$ cat config.mk
export PLATFORM = sky130hd
export DESIGN_NAME = ercm_share_ctrl
export DESIGN_NICKNAME = d
export VERILOG_FILES = /design/src/rtl/ercm_share_ctrl.sv
export SDC_FILE = /design/constraint.sdc
export NUM_CORES = 1
export LEC_CHECK = 0
export CAP_MARGIN = 0
export CORE_ASPECT_RATIO = 0.75
export CORE_MARGIN = 2
export CORE_UTILIZATION = 43
export CTS_BUF_LIST = sky130_fd_sc_hd__clkbuf_4 sky130_fd_sc_hd__clkbuf_8
export DETAILED_ROUTE_END_ITERATION = 6
export HOLD_SLACK_MARGIN = 0.06
export PLACE_DENSITY = 0.76
export SLEW_MARGIN = 20
export SYNTH_ARGS = -nofsm -noshare
export SYNTH_HDL_FRONTEND = slang
export SYNTH_SLANG_ARGS = --single-unit
$ cat constraint.sdc
create_clock -name clk -period 1.7 [get_ports clk]
set_input_delay 0.34 -clock clk [delete_from_list [all_inputs] [get_ports clk]]
set_output_delay 0.34 -clock clk [all_outputs]
set_load 0.02 [all_outputs]
$ cat src/rtl/ercm_share_ctrl.sv
// ercm_share_ctrl: two-stage pipelined scheduler that time-shares one
// combinational 8x8 approximate multiplier among NREQ requesters.
//
// Ports
//   clk, rst_n                 clock, asynchronous active-low reset
//   req_valid/req_a/req_b      per-requester operand requests (8-bit lanes)
//   req_ready                  one-hot accept, combinational
//   cfg_we/cfg_id/cfg_mask     per-requester mask table write port
//   mul_a/mul_b/mul_mask       registered operands to the multiplier (S1)
//   mul_p                      multiplier product (combinational return)
//   rsp_valid/rsp_ready        response handshake (S2)
//   rsp_id/rsp_data            requester ID and product of the response
//   occupancy                  number of valid pipeline stages (0..2)
module ercm_share_ctrl #(
    parameter int unsigned NREQ         = 4,
    parameter int unsigned IDW          = 2,
    parameter logic [6:0]  DEFAULT_MASK = 7'h7F
) (
    input  logic                 clk,
    input  logic                 rst_n,
    input  logic [NREQ-1:0]      req_valid,
    input  logic [8*NREQ-1:0]    req_a,
    input  logic [8*NREQ-1:0]    req_b,
    output logic [NREQ-1:0]      req_ready,
    input  logic                 cfg_we,
    input  logic [IDW-1:0]       cfg_id,
    input  logic [6:0]           cfg_mask,
    output logic [7:0]           mul_a,
    output logic [7:0]           mul_b,
    output logic [6:0]           mul_mask,
    input  logic [15:0]          mul_p,
    output logic                 rsp_valid,
    input  logic                 rsp_ready,
    output logic [IDW-1:0]       rsp_id,
    output logic [15:0]          rsp_data,
    output logic [1:0]           occupancy
);

    localparam int unsigned DW = 8;
    localparam int unsigned MW = 7;
    localparam int unsigned PW = 16;

    // Pipeline state
    logic            s1_v_q, s1_v_d;
    logic [DW-1:0]   s1_a_q, s1_a_d;
    logic [DW-1:0]   s1_b_q, s1_b_d;
    logic [MW-1:0]   s1_mask_q, s1_mask_d;
    logic [IDW-1:0]  s1_id_q, s1_id_d;
    logic            s2_v_q, s2_v_d;
    logic [PW-1:0]   s2_data_q, s2_data_d;
    logic [IDW-1:0]  s2_id_q, s2_id_d;
    logic [IDW-1:0]  ptr_q, ptr_d;
    logic [1:0]      occ_q, occ_d;
    logic [MW-1:0]   mask_tbl_q [NREQ];
    logic [MW-1:0]   mask_tbl_d [NREQ];

    // Arbitration / handshake
    logic            s2_adv;
    logic            s1_adv;
    logic            accept;
    logic            found;
    logic [IDW-1:0]  gnt_id;
    logic [NREQ-1:0] gnt_oh;
    logic [DW-1:0]   sel_a;
    logic [DW-1:0]   sel_b;
    logic [MW-1:0]   sel_mask;

    assign s2_adv = !s2_v_q || rsp_ready;
    assign s1_adv = !s1_v_q || s2_adv;
    // rst_n gating keeps req_ready low for the whole reset window.
    assign accept = rst_n && s1_adv && (|req_valid);
    assign req_ready = accept ? gnt_oh : '0;

    // Round-robin search: first pass covers ptr..NREQ-1, second pass wraps to 0.
    always_comb begin
        found    = 1'b0;
        gnt_id   = '0;
        gnt_oh   = '0;
        sel_a    = '0;
        sel_b    = '0;
        sel_mask = '0;
        for (int unsigned i = 0; i < NREQ; i++) begin
            if (!found && req_valid[i] && (i >= 32'(ptr_q))) begin
                found     = 1'b1;
                gnt_id    = IDW'(i);
                gnt_oh[i] = 1'b1;
                sel_a     = req_a[DW*i +: DW];
                sel_b     = req_b[DW*i +: DW];
                sel_mask  = mask_tbl_q[i];
            end
        end
        for (int unsigned i = 0; i < NREQ; i++) begin
            if (!found && req_valid[i]) begin
                found     = 1'b1;
                gnt_id    = IDW'(i);
                gnt_oh[i] = 1'b1;
                sel_a     = req_a[DW*i +: DW];
                sel_b     = req_b[DW*i +: DW];
                sel_mask  = mask_tbl_q[i];
            end
        end
    end

    // Next-state logic for pipeline, pointer and mask table
    always_comb begin
        s1_v_d     = s1_v_q;
        s1_a_d     = s1_a_q;
        s1_b_d     = s1_b_q;
        s1_mask_d  = s1_mask_q;
        s1_id_d    = s1_id_q;
        s2_v_d     = s2_v_q;
        s2_data_d  = s2_data_q;
        s2_id_d    = s2_id_q;
        ptr_d      = ptr_q;
        mask_tbl_d = mask_tbl_q;

        // Operands hold their last value when S1 drains to avoid toggling the multiplier.
        if (accept) begin
            s1_v_d    = 1'b1;
            s1_a_d    = sel_a;
            s1_b_d    = sel_b;
            s1_mask_d = sel_mask;
            s1_id_d   = gnt_id;
            ptr_d     = (gnt_id == IDW'(NREQ - 1)) ? '0 : gnt_id + IDW'(1);
        end else if (s1_adv) begin
            s1_v_d = 1'b0;
        end

        if (s2_adv) begin
            s2_v_d    = s1_v_q;
            s2_data_d = mul_p;
            s2_id_d   = s1_id_q;
        end

        // Out-of-range ids match no entry and are dropped; accept above used the old mask.
        for (int unsigned i = 0; i < NREQ; i++) begin
            if (cfg_we && (cfg_id == IDW'(i))) begin
                mask_tbl_d[i] = cfg_mask;
            end
        end

        occ_d = 2'(s1_v_d) + 2'(s2_v_d);
    end

    // State registers
    always_ff @(posedge clk or negedge rst_n) begin
        if (!rst_n) begin
            s1_v_q    <= 1'b0;
            s1_a_q    <= '0;
            s1_b_q    <= '0;
            s1_mask_q <= DEFAULT_MASK;
            s1_id_q   <= '0;
            s2_v_q    <= 1'b0;
            s2_data_q <= '0;
            s2_id_q   <= '0;
            ptr_q     <= '0;
            occ_q     <= '0;
            for (int unsigned i = 0; i < NREQ; i++) begin
                mask_tbl_q[i] <= DEFAULT_MASK;
            end
        end else begin
            s1_v_q     <= s1_v_d;
            s1_a_q     <= s1_a_d;
            s1_b_q     <= s1_b_d;
            s1_mask_q  <= s1_mask_d;
            s1_id_q    <= s1_id_d;
            s2_v_q     <= s2_v_d;
            s2_data_q  <= s2_data_d;
            s2_id_q    <= s2_id_d;
            ptr_q      <= ptr_d;
            occ_q      <= occ_d;
            mask_tbl_q <= mask_tbl_d;
        end
    end

    assign mul_a     = s1_a_q;
    assign mul_b     = s1_b_q;
    assign mul_mask  = s1_mask_q;
    assign rsp_valid = s2_v_q;
    assign rsp_id    = s2_id_q;
    assign rsp_data  = s2_data_q;
    assign occupancy = occ_q;

endmodule

==> key figures <==
Yosys
  – Register area share after synthesis: 0.460
  – Top cell type's share of synthesized area: 0.245
  – Ys Warns: 0
  – Syn Nets: between 500 and 600
  – Largest family of logic cells by synthesized area: compound AO/OA/AOI/OAI gates
  – Synth Area in Compound Gates: 0.246
  – Post-synth EDFFs: 0
  – Syn Std Cell Area: 4280 sq um
  – Post-Syn Area per Cell: 9.62 sq um
  – Yosys top cell by area: dfrtp_1
  – Synth top area cells: dfrtp_1, dfstp_2, nand2_1
  – Synth Area in Simple Gates: 0.167
  – Multiplexer share of the synthesized area: 0.0736
  – Post-Syn Instances: 445
  – Synth Area in XOR/XNOR: 0
  – Area share of fa/ha/maj cells after synthesis: 0.00292
  – Asr flop ratio synth: 1.00
  – Synthesis-stage register bit count: 77
  – Synth cell types: 49
  – Primary FF master, synth: dfrtp_1

Power and ir drop
  – Switching share of power: 0.373
  – Max VDD drop: 0.627 mV
  – Overall Power: between 7 and 8 mW
  – Clk pwr share: 0.208
  – Power share of the combinational group: 0.449
  – Sw power: a little under 3 mW
  – Int Pwr: 4.85 mW
  – Flop pwr share: 0.343
  – P_leak: ~3.2 nW
  – Power per cell area: slightly above 1000 nW/um^2

Clocking
  – Cts hold-fix bufs: 0
  – Sink Count: 77
  – CTS tree: done
  – CTS Root Cell: clkbuf_8
  – CTS Buf Count: 9
  – Clock-pin slew on the worst setup and hold paths: ~0.1 ns
  – H-tree levels: 3
  – Clock Tree Buf Depth: 2
  – Clock latency on the worst-skew pair: 0.38 ns

Timing
  – Worst hold slack: about 0.27 ns
  – Worst Skew: between 0.015 and 0.02 ns
  – Final WS setup: -0.324 ns
  – Worst slew margin: 0.351
  – Final worst path period share: 1.19
  – Final Max Tran Viols: 0
  – RSZ-0062 raised after global routing: true
  – Worst Max-Slew Pin Slew: 0.973 ns
  – Final Hold Violating Endpoints: 0
  – Max Freq: 0.494 GHz
  – Min cycle time layout: around 2.0 ns
  – Endpoints failing setup: 26

Finish
  – Ant diodes: 0
  – Finished Layout Cells: approximately 800
  – Total Nets Final: between 700 and 800
  – Leading cell types in the layout, fill and taps excluded: clkdlybuf4s50_1, nand2_1, buf_4
  – Fillers: around 530
  – Layout cells sized above 1: 0.440
  – Area growth from synthesis to layout: 77.4%
  – Commonest non-fill, non-tap cell in the layout: clkdlybuf4s50_1
  – Fin area: about 7600 sq um

Critical path
  – Critical Path End Type: primary output
  – Worst setup SP type: flip-flop
  – RR Startpoint: ptr_q[0]
  – WP data arrival: 1.68 ns
  – R2R Setup Slk: -0.19 ns
  – Required @ worst endpoint: 1.36 ns
  – Critical-path maximum fanout: 4
  – Crit path kind: flip-flop to primary output
  – FF-to-FF path depth: 6
  – Worst r2r dst: mul_a[3]

Floorplan
  – Rows: 31
  – Die extent in x: 119 um
  – Num ports: ~150
  – Core Area: around 9700 sq um
  – Die area: between 10000 and 15000 sq um
  – Initial Utilization: 0.443
  – Die Y: 90.4 um

Drt
  – Detailed Route WL: 18.7 mm
  – DR vias: 5017
  – Final ANT Viol Nets: 0
  – DRC viols: 0
  – Iteration-0 DRC Markers: ~650
  – Vias per Instance: between 6 and 7
  – Routed wire per std cell: 24.0 um
  – Router iterations before antenna repair: 6

Placed design
  – IO buf count: ~140
  – Area post-placement: roughly 6200 sq um
  – Dpl cells: between 700 and 800
  – Gp weighted congestion: roughly 0.9
  – Hpwl dp: ~10 mm

GRT
  – Most used routing layer: met2
  – GR Util All Layers: 0.283
  – Grt met2 use: 0.448
  – GRT overflow: 0
  – Routing usage on met3: 0.0556
  – Largest net degree at the start of global routing: roughly 80
  – First-pass GRT wire length: between 20 and 25 mm
  – Met1 global-route usage: 0.386
  – Initial antenna violation count: 0
  – Vias in the first global route: about 4600

Min path
  – Hold Path Class: primary input to asynchronous set/reset pin

Flow run
  – Max-Cap Viols: 0

Outcome
  – Failing checks: negative setup slack
  – Outcome: finished with violations
[synthesized netlist by cell type (2+ instances only)]
master / n
and2_1: 3
o22ai_1: 2
clkbuf_1: 15
or3_1: 2
a22oi_1: 18
nand2b_1: 2
a21boi_0: 3
o221ai_1: 20
mux2_2: 28
a21oi_1: 32
and3_1: 2
nor2b_1: 3
nand3b_1: 2
buf_2: 13
buf_6: 5
a21o_1: 2
dfstp_2: 35
dfrtp_1: 42
inv_1: 3
nand2_1: 105
o21ai_0: 6
nand3_1: 25
a211oi_1: 3
or2b_1: 2
buf_1: 2
a221oi_2: 4
a221oi_1: 37
nor2_1: 7
buf_4: 2
[critical path, stage by stage, from the launching register on]
cell	delay, ns
dfrtp_2	0.44
nor2b_1	0.21
o21ai_1	0.11
or2_4	0.26
a21oi_4	0.15
buf_6	0.14
[flip-flops by register name, summed over array words and instances, names as in the netlist]
register    cells
mask_tbl_q     28
rsp_data       16
mul_a           8
mul_b           8
mul_mask        7
occupancy       2
ptr_q           2
rsp_id          2
s1_id_q         2
rsp_valid       1
s1_v_q          1
[stage by stage]
step	utilization	TNS (ns)	setup WS (ns)
2_1_floorplan	-	-0.00999	-0.00999
3_3_place_gp	0.645	-21.06	-0.840
3_5_place_dp	0.645	-23.76	-0.903
4_1_cts	0.706	-1.38	-0.255
5_1_grt	0.787	-5.13	-0.383
6_report	0.787	-2.96	-0.324
[power by group through the flow]
stage                     Clock (mW)  Combinational [mW]  Sequential (mW)
after floorplan                    0                1.14             2.82
after global placement             0                2.56             2.60
after detailed placement           0                2.62             2.62
after CTS                       1.60                2.83             2.59
after global routing            1.68                3.62             2.70
final                           1.61                3.47             2.65
[how the worst max path moves through the flow]
| stage | depth (start not counted) | slack (ns) | to | start |
|---|---|---|---|---|
| floorplan | 6 | -0.01 | req_ready[1] | rsp_valid |
| global placement | 5 | -0.84 | req_ready[0] | req_valid[0] |
| detailed placement | 5 | -0.90 | req_ready[0] | req_valid[0] |
| CTS | 5 | -0.26 | req_ready[0] | ptr_q[0] |
| global route | 5 | -0.38 | req_ready[0] | ptr_q[0] |
| finish | 5 | -0.32 | req_ready[0] | ptr_q[0] |
[final cells by class]
| type | count | area, sq um | area share |
|---|---|---|---|
| tap | 132 | 165 | 0.0217 |
| multi-input combinational | 327 | 2850 | 0.375 |
| clock inverter | 5 | 83.8 | 0.0110 |
| sequential | 77 | 1970 | 0.260 |
| inverter | 3 | 11.3 | 0.00148 |
| clock buffer | 11 | 139 | 0.0183 |
| timing repair buffer | 225 | 2380 | 0.313 |
[per-layer routing]
layer,share of wire,wire (um)
met1,0.39,7210
met2,0.47,8890
met3,0.093,1740
met4,0.047,874
met5,0,0
[what timing repair did]
| item | in CTS | in global routing |
|---|---|---|
| hold endpoints to repair | 0 | 0 |
| setup endpoints to repair | 40 | 47 |
| gates cloned | 2 | 4 |
| gates resized for setup | 94 | 135 |
| buffers inserted | 7 | 9 |
| pin swaps | 14 | 47 |
[cell families after synthesis]
kind of cell | after synthesis
AOI/OAI and AO/OA | 138
adders and majority gates | 1
buffers and inverters | 41
DFF | 77
muxes | 28
and+or+nand+nor | 160
Power figures use the tool's default switching activity.
